File: src/rtl/axi_lite_master_engine.sv
// AXI4-Lite master: turns one CMD_* request into a single AXI-Lite read or write transaction.
// Latency: accept in cycle 0, AW/W or AR in cycle 1, B/R in cycle 2, RSP_VALID in cycle 3 with an always-ready slave.
// Backpressure: CMD_READY is high only when idle; every VALID is held until its handshake; RSP has no backpressure.
module axi_lite_master_engine #(
   parameter int AXI_ADDR_WIDTH = 32,
   parameter int AXI_DATA_WIDTH = 32
) (
   input  logic                          M_AXI_ACLK,
   input  logic                          M_AXI_ARESET,
   // command side
   input  logic                          CMD_VALID,
   output logic                          CMD_READY,
   input  logic                          CMD_WRITE,
   input  logic [AXI_ADDR_WIDTH-1:0]     CMD_ADDR,
   input  logic [AXI_DATA_WIDTH-1:0]     CMD_WDATA,
   input  logic [AXI_DATA_WIDTH/8-1:0]   CMD_WSTRB,
   // response side
   output logic                          RSP_VALID,
   output logic                          RSP_WRITE,
   output logic [AXI_DATA_WIDTH-1:0]     RSP_RDATA,
   output logic [1:0]                    RSP_RESP,
   // write address channel
   output logic [AXI_ADDR_WIDTH-1:0]     M_AXI_AWADDR,
   output logic [2:0]                    M_AXI_AWPROT,
   output logic                          M_AXI_AWVALID,
   input  logic                          M_AXI_AWREADY,
   // write data channel
   output logic [AXI_DATA_WIDTH-1:0]     M_AXI_WDATA,
   output logic [AXI_DATA_WIDTH/8-1:0]   M_AXI_WSTRB,
   output logic                          M_AXI_WVALID,
   input  logic                          M_AXI_WREADY,
   // write response channel
   input  logic [1:0]                    M_AXI_BRESP,
   input  logic                          M_AXI_BVALID,
   output logic                          M_AXI_BREADY,
   // read address channel
   output logic [AXI_ADDR_WIDTH-1:0]     M_AXI_ARADDR,
   output logic [2:0]                    M_AXI_ARPROT,
   output logic                          M_AXI_ARVALID,
   input  logic                          M_AXI_ARREADY,
   // read data channel
   input  logic [AXI_DATA_WIDTH-1:0]     M_AXI_RDATA,
   input  logic [1:0]                    M_AXI_RRESP,
   input  logic                          M_AXI_RVALID,
   output logic                          M_AXI_RREADY
);

   localparam int STRB_WIDTH = AXI_DATA_WIDTH / 8;

   typedef enum logic [2:0] {
      IDLE  = 3'd0,
      WADDR = 3'd1,
      WRESP = 3'd2,
      RADDR = 3'd3,
      RDATA = 3'd4
   } state_t;

   state_t                    state_q, state_d;
   // Keeps CMD_READY low until the first clock edge after reset is released.
   logic                      started_q, started_d;
   // Per-channel completion flags while in WADDR; AW and W may finish in any order.
   logic                      aw_done_q, aw_done_d;
   logic                      w_done_q, w_done_d;
   logic [AXI_ADDR_WIDTH-1:0] addr_q, addr_d;
   logic [AXI_DATA_WIDTH-1:0] wdata_q, wdata_d;
   logic [STRB_WIDTH-1:0]     wstrb_q, wstrb_d;
   logic                      rsp_valid_q, rsp_valid_d;
   logic                      rsp_write_q, rsp_write_d;
   logic [AXI_DATA_WIDTH-1:0] rsp_rdata_q, rsp_rdata_d;
   logic [1:0]                rsp_resp_q, rsp_resp_d;

   logic cmd_acc;
   logic aw_hs;
   logic w_hs;
   logic b_hs;
   logic ar_hs;
   logic r_hs;

   // Channel outputs are decoded straight from registered state so they are stable for the whole cycle.
   assign CMD_READY     = started_q && (state_q == IDLE);
   assign M_AXI_AWVALID = (state_q == WADDR) && !aw_done_q;
   assign M_AXI_WVALID  = (state_q == WADDR) && !w_done_q;
   assign M_AXI_BREADY  = (state_q == WRESP);
   assign M_AXI_ARVALID = (state_q == RADDR);
   assign M_AXI_RREADY  = (state_q == RDATA);

   assign M_AXI_AWADDR  = addr_q;
   assign M_AXI_ARADDR  = addr_q;
   assign M_AXI_WDATA   = wdata_q;
   assign M_AXI_WSTRB   = wstrb_q;
   assign M_AXI_AWPROT  = 3'b000;
   assign M_AXI_ARPROT  = 3'b000;

   assign RSP_VALID     = rsp_valid_q;
   assign RSP_WRITE     = rsp_write_q;
   assign RSP_RDATA     = rsp_rdata_q;
   assign RSP_RESP      = rsp_resp_q;

   assign cmd_acc = CMD_VALID && CMD_READY;
   assign aw_hs   = M_AXI_AWVALID && M_AXI_AWREADY;
   assign w_hs    = M_AXI_WVALID && M_AXI_WREADY;
   assign b_hs    = M_AXI_BREADY && M_AXI_BVALID;
   assign ar_hs   = M_AXI_ARVALID && M_AXI_ARREADY;
   assign r_hs    = M_AXI_RREADY && M_AXI_RVALID;

   // Next-state logic: one transaction at a time, back to IDLE on the B or R handshake.
   always_comb begin
      state_d = state_q;
      case (state_q)
         IDLE: begin
            if (cmd_acc) begin
               state_d = CMD_WRITE ? WADDR : RADDR;
            end
         end
         WADDR: begin
            if ((aw_done_q || aw_hs) && (w_done_q || w_hs)) begin
               state_d = WRESP;
            end
         end
         WRESP: begin
            if (b_hs) begin
               state_d = IDLE;
            end
         end
         RADDR: begin
            if (ar_hs) begin
               state_d = RDATA;
            end
         end
         RDATA: begin
            if (r_hs) begin
               state_d = IDLE;
            end
         end
         default: begin
            state_d = IDLE;
         end
      endcase
   end

   // Datapath: capture the command on accept, track AW/W completion, build the response pulse.
   always_comb begin
      started_d   = 1'b1;
      aw_done_d   = aw_done_q;
      w_done_d    = w_done_q;
      addr_d      = addr_q;
      wdata_d     = wdata_q;
      wstrb_d     = wstrb_q;
      rsp_valid_d = 1'b0;
      rsp_write_d = rsp_write_q;
      rsp_rdata_d = rsp_rdata_q;
      rsp_resp_d  = rsp_resp_q;

      if (cmd_acc) begin
         addr_d    = CMD_ADDR;
         wdata_d   = CMD_WDATA;
         wstrb_d   = CMD_WSTRB;
         aw_done_d = 1'b0;
         w_done_d  = 1'b0;
      end

      if (aw_hs) begin
         aw_done_d = 1'b1;
      end
      if (w_hs) begin
         w_done_d = 1'b1;
      end

      // Error responses are passed through untouched; the engine never retries.
      if (b_hs) begin
         rsp_valid_d = 1'b1;
         rsp_write_d = 1'b1;
         rsp_rdata_d = '0;
         rsp_resp_d  = M_AXI_BRESP;
      end else if (r_hs) begin
         rsp_valid_d = 1'b1;
         rsp_write_d = 1'b0;
         rsp_rdata_d = M_AXI_RDATA;
         rsp_resp_d  = M_AXI_RRESP;
      end
   end

   // State register; reset aborts any transaction in flight without a response.
   always_ff @(posedge M_AXI_ACLK or posedge M_AXI_ARESET) begin
      if (M_AXI_ARESET) begin
         state_q <= IDLE;
      end else begin
         state_q <= state_d;
      end
   end

   // Datapath registers.
   always_ff @(posedge M_AXI_ACLK or posedge M_AXI_ARESET) begin
      if (M_AXI_ARESET) begin
         started_q   <= 1'b0;
         aw_done_q   <= 1'b0;
         w_done_q    <= 1'b0;
         addr_q      <= '0;
         wdata_q     <= '0;
         wstrb_q     <= '0;
         rsp_valid_q <= 1'b0;
         rsp_write_q <= 1'b0;
         rsp_rdata_q <= '0;
         rsp_resp_q  <= 2'b00;
      end else begin
         started_q   <= started_d;
         aw_done_q   <= aw_done_d;
         w_done_q    <= w_done_d;
         addr_q      <= addr_d;
         wdata_q     <= wdata_d;
         wstrb_q     <= wstrb_d;
         rsp_valid_q <= rsp_valid_d;
         rsp_write_q <= rsp_write_d;
         rsp_rdata_q <= rsp_rdata_d;
         rsp_resp_q  <= rsp_resp_d;
      end
   end

endmodule

File: config.mk
export PLATFORM = sky130hd
export DESIGN_NAME = axi_lite_master_engine
export DESIGN_NICKNAME = d
export VERILOG_FILES = /design/src/rtl/axi_lite_master_engine.sv
export SDC_FILE = /design/constraint.sdc
export NUM_CORES = 1
export LEC_CHECK = 0
export ABC_AREA = 1
export CORE_MARGIN = 1
export CORE_UTILIZATION = 30
export CTS_CLUSTER_DIAMETER = 150
export CTS_CLUSTER_SIZE = 14
export DETAILED_ROUTE_END_ITERATION = 6
export HOLD_SLACK_MARGIN = 0.15
export PLACE_DENSITY = 0.76
export SYNTH_ARGS = -nofsm -noshare
export SYNTH_HDL_FRONTEND = slang
export SYNTH_SLANG_ARGS = --single-unit
export TNS_END_PERCENT = 20
File: constraint.sdc
create_clock -name M_AXI_ACLK -period 4 [get_ports M_AXI_ACLK]
set_input_delay 0.6 -clock M_AXI_ACLK [delete_from_list [all_inputs] [get_ports M_AXI_ACLK]]
set_output_delay 0.6 -clock M_AXI_ACLK [all_outputs]
set_load 0.02 [all_outputs]
==> key figures <==
Global route
  • First-pass GRT wire length: 21.02 mm
  • Gr usage total: 0.1697
  • Initial antenna violation count: 0
  • GRT overflow: 0
  • Vias in the first global route: 3811
  • Largest net degree at the start of global routing: 71

CTS
  • PostCTS Resize Cnt: 0
  • Postcts setup bufs: 0
  • Clock sink total: 110
  • CTS tree: built
  • H-tree levels: 3
  • Clk slew on worst S/H paths: 0.07 ns
  • Number of hold buffers added after cts: 0
  • CTS root buf: clkbuf_16
  • CTS Buf Count: 9
  • Worst-case clock buffer depth: 2
  • Clock latency on the worst-skew pair: 0.35 ns

Worst setup path
  • WP data required: 3.40 ns
  • Arr. time, crit path: 1.91 ns
  • Worst-path fanout max: 6
  • CP Class: flop to output pin
  • Setup crit start kind: flop
  • Element type at the critical path end: output pin

Cells and area
  • Fin cells: 940
  • Utilization after layout: 0.4882
  • Antenna Cells: 0
  • Layout filler cell count: 1446
  • Nets: 860
  • Fraction of layout cells with a size suffix above 1: 0.03723
  • Synthesis-to-layout area growth: 58.99%

Timing
  • Max Freq: 397.9 MHz
  • Fin crit share: 0.6283
  • Worst Skew: 0.01243 ns
  • Endpoints failing setup: 0
  • Worst Max-Slew Pin Slew: 0.7941 ns
  • Max-slew headroom: 0.4693
  • Hold Fails Final Rpt: 0
  • RSZ-0062 raised after global routing: false
  • Final Critical Period: 2.513 ns
  • Final setup TNS: 0 ns
  • Final Slew Violations: 0

Run status
  • Status: finished clean

Floorplanning
  • Top Ports: 261
  • Die ar.: 16060 um2
  • Initial Util: 0.3071
  • Core Box Area: 15200 um2
  • Chip width: 126.7 um
  • Die Y: 126.7 um
  • Number of cell rows: 45

Drt
  • Via density: 4.367
  • Drt first pass iters: 6
  • Antenna viol nets, final: 0
  • Post-route DRC: 0
  • Routed WL per cell: 14.40 um
  • Detailed Route WL: 13.54 mm
  • Vias: 4105
  • Initial DRC Count: 261

Pwr
  • Net Sw Frac: 0.3984
  • Power Internal: 3.511 mW
  • Static Leak: 3.593 nW
  • Total power: 5.836 mW
  • Logic pwr share: 0.508
  • Maximum VDD drop: 0.0003260 V
  • PD cells: 786.3 nW/um2
  • Clock Power Share: 0.161
  • Sw power: 2.325 mW
  • Sequential power share: 0.330

Logic synthesis
  • Synth Warn #: 0
  • Syn Area/Cell: 8.693 um2
  • Mapped Cells: 537
  • Post-synthesis cell type count: 20
  • Synthesized area: 4668 um2
  • Register area share after synthesis: 0.5897
  • Yosys reg bits: 110

Job
  • Max-Cap Viols: 0

Placement
  • IO buf count: 254
  • Final HPWL from detailed placement: 9.691 mm
  • Cell Count Post-Placement: 924
  • Placer Congestion: 0.8092

Worst hold path
  • Hold WC Path Type: flop to flop
[stage by stage]
stage | hold slack [ns] | setup WS (ns) | instance area [um2]
after CTS | 0.4754 | 1.450 | 7422
after global routing | 0.4916 | 1.382 | 7422
after global placement | 0.4536 | 1.653 | 7103
final | 0.4712 | 1.487 | 7422
after floorplan | 0.4772 | 0.4977 | 4687
after detailed placement | 0.4579 | 1.616 | 7103
[synthesized netlist by cell type]
cell type,number,area share
a21oi_1,2,0.0021
and2_1,1,0.0013
buf_2,15,0.016
buf_4,39,0.063
buf_6,2,0.0048
clkbuf_1,10,0.0080
conb_1,2,0.0016
dfrtp_1,110,0.59
inv_1,10,0.0080
inv_2,2,0.0016
nand2_1,253,0.20
nand3_1,74,0.079
nand3b_1,1,0.0016
nand4_1,1,0.0013
nor2_1,10,0.0080
nor3_4,1,0.0035
nor3b_2,1,0.0027
o21ai_0,1,0.0011
o21bai_1,1,0.0016
or2_2,1,0.0013
[worst max-delay path: stages, from the launching register on]
cell and delay, ns:
dfrtp_1 0.46, nor2_1 0.18, nand2_1 0.15, nor2_1 0.14, clkdlybuf4s50_1 0.63
[routing by layer]
layer	global-route usage	share of wire
met1	0.2104	0.42
met2	0.2827	0.51
met5	0	0
met3	0.04850	0.049
met4	0.05952	0.021
[flip-flops by register name, summed over array words and instances, names as in the netlist]
| signal | cells |
|---|---|
| M_AXI_ARADDR | 32 |
| aw_done_q | 1 |
| started_q | 1 |
| RSP_VALID | 1 |
| M_AXI_WDATA | 32 |
| w_done_q | 1 |
| state_q | 3 |
| RSP_RDATA | 32 |
| RSP_WRITE | 1 |
| RSP_RESP | 2 |
| M_AXI_WSTRB | 4 |
[cells in the final DEF (no fill, tap or decap), drive strengths merged, types with 2 or more instances in the layout]
| master | instances |
|---|---|
| clkdlybuf4s50 | 254 |
| nand2 | 253 |
| dfrtp | 110 |
| nand3 | 74 |
| inv | 13 |
| clkbuf | 11 |
| nor2 | 10 |
| conb | 7 |
| buf | 6 |
| a21oi | 2 |
| clkinv | 2 |
[power groups by stage]
stage,logic (mW),clock network (mW),registers (mW)
after floorplan,1.07,0,2.47
after global placement,2.95,0,1.93
after detailed placement,3.00,0,1.94
after CTS,3.00,0.978,1.93
after global routing,3.16,1.02,1.99
final,2.97,0.942,1.93
[kinds of logic after synthesis]
logic type / synth area share
and+or+nand+nor: 0.3026
buffers and inverters: 0.1013
AOI/OAI and AO/OA: 0.004824
other: 0.001609
DFF: 0.5897
[cell type report]
cell class                      count  area, um2  area share
Tap cell                          188      235.2     0.03169
Multi-Input combinational cell    354       1468      0.1977
Clock inverter                      5      66.31    0.008935
Inverter                           12      47.55    0.006406
Clock buffer                       11      252.7     0.03405
Timing Repair Buffer              260       2600      0.3503
Sequential cell                   110       2753      0.3709
[worst paths after layout]
kind	startpoint	end	slack [ns]	cells after the start
max reg2reg	state_q[1]$_DFFE_PP0P_	RSP_RESP[0]$_DFFE_PP0P_	1.86	5
max in group asynchronous	M_AXI_ARESET	M_AXI_ARADDR[30]$_DFFE_PP0P_	2.57	3
min	M_AXI_WDATA[15]$_DFFE_PP0P_	M_AXI_WDATA[15]$_DFFE_PP0P_	0.47	2
min reg2reg	M_AXI_WDATA[15]$_DFFE_PP0P_	M_AXI_WDATA[15]$_DFFE_PP0P_	0.47	2
min in group asynchronous	M_AXI_ARESET	RSP_VALID$_DFF_PP0_	0.67	2
max	state_q[1]$_DFFE_PP0P_	CMD_READY	1.49	4
Power figures use the tool's default switching activity.
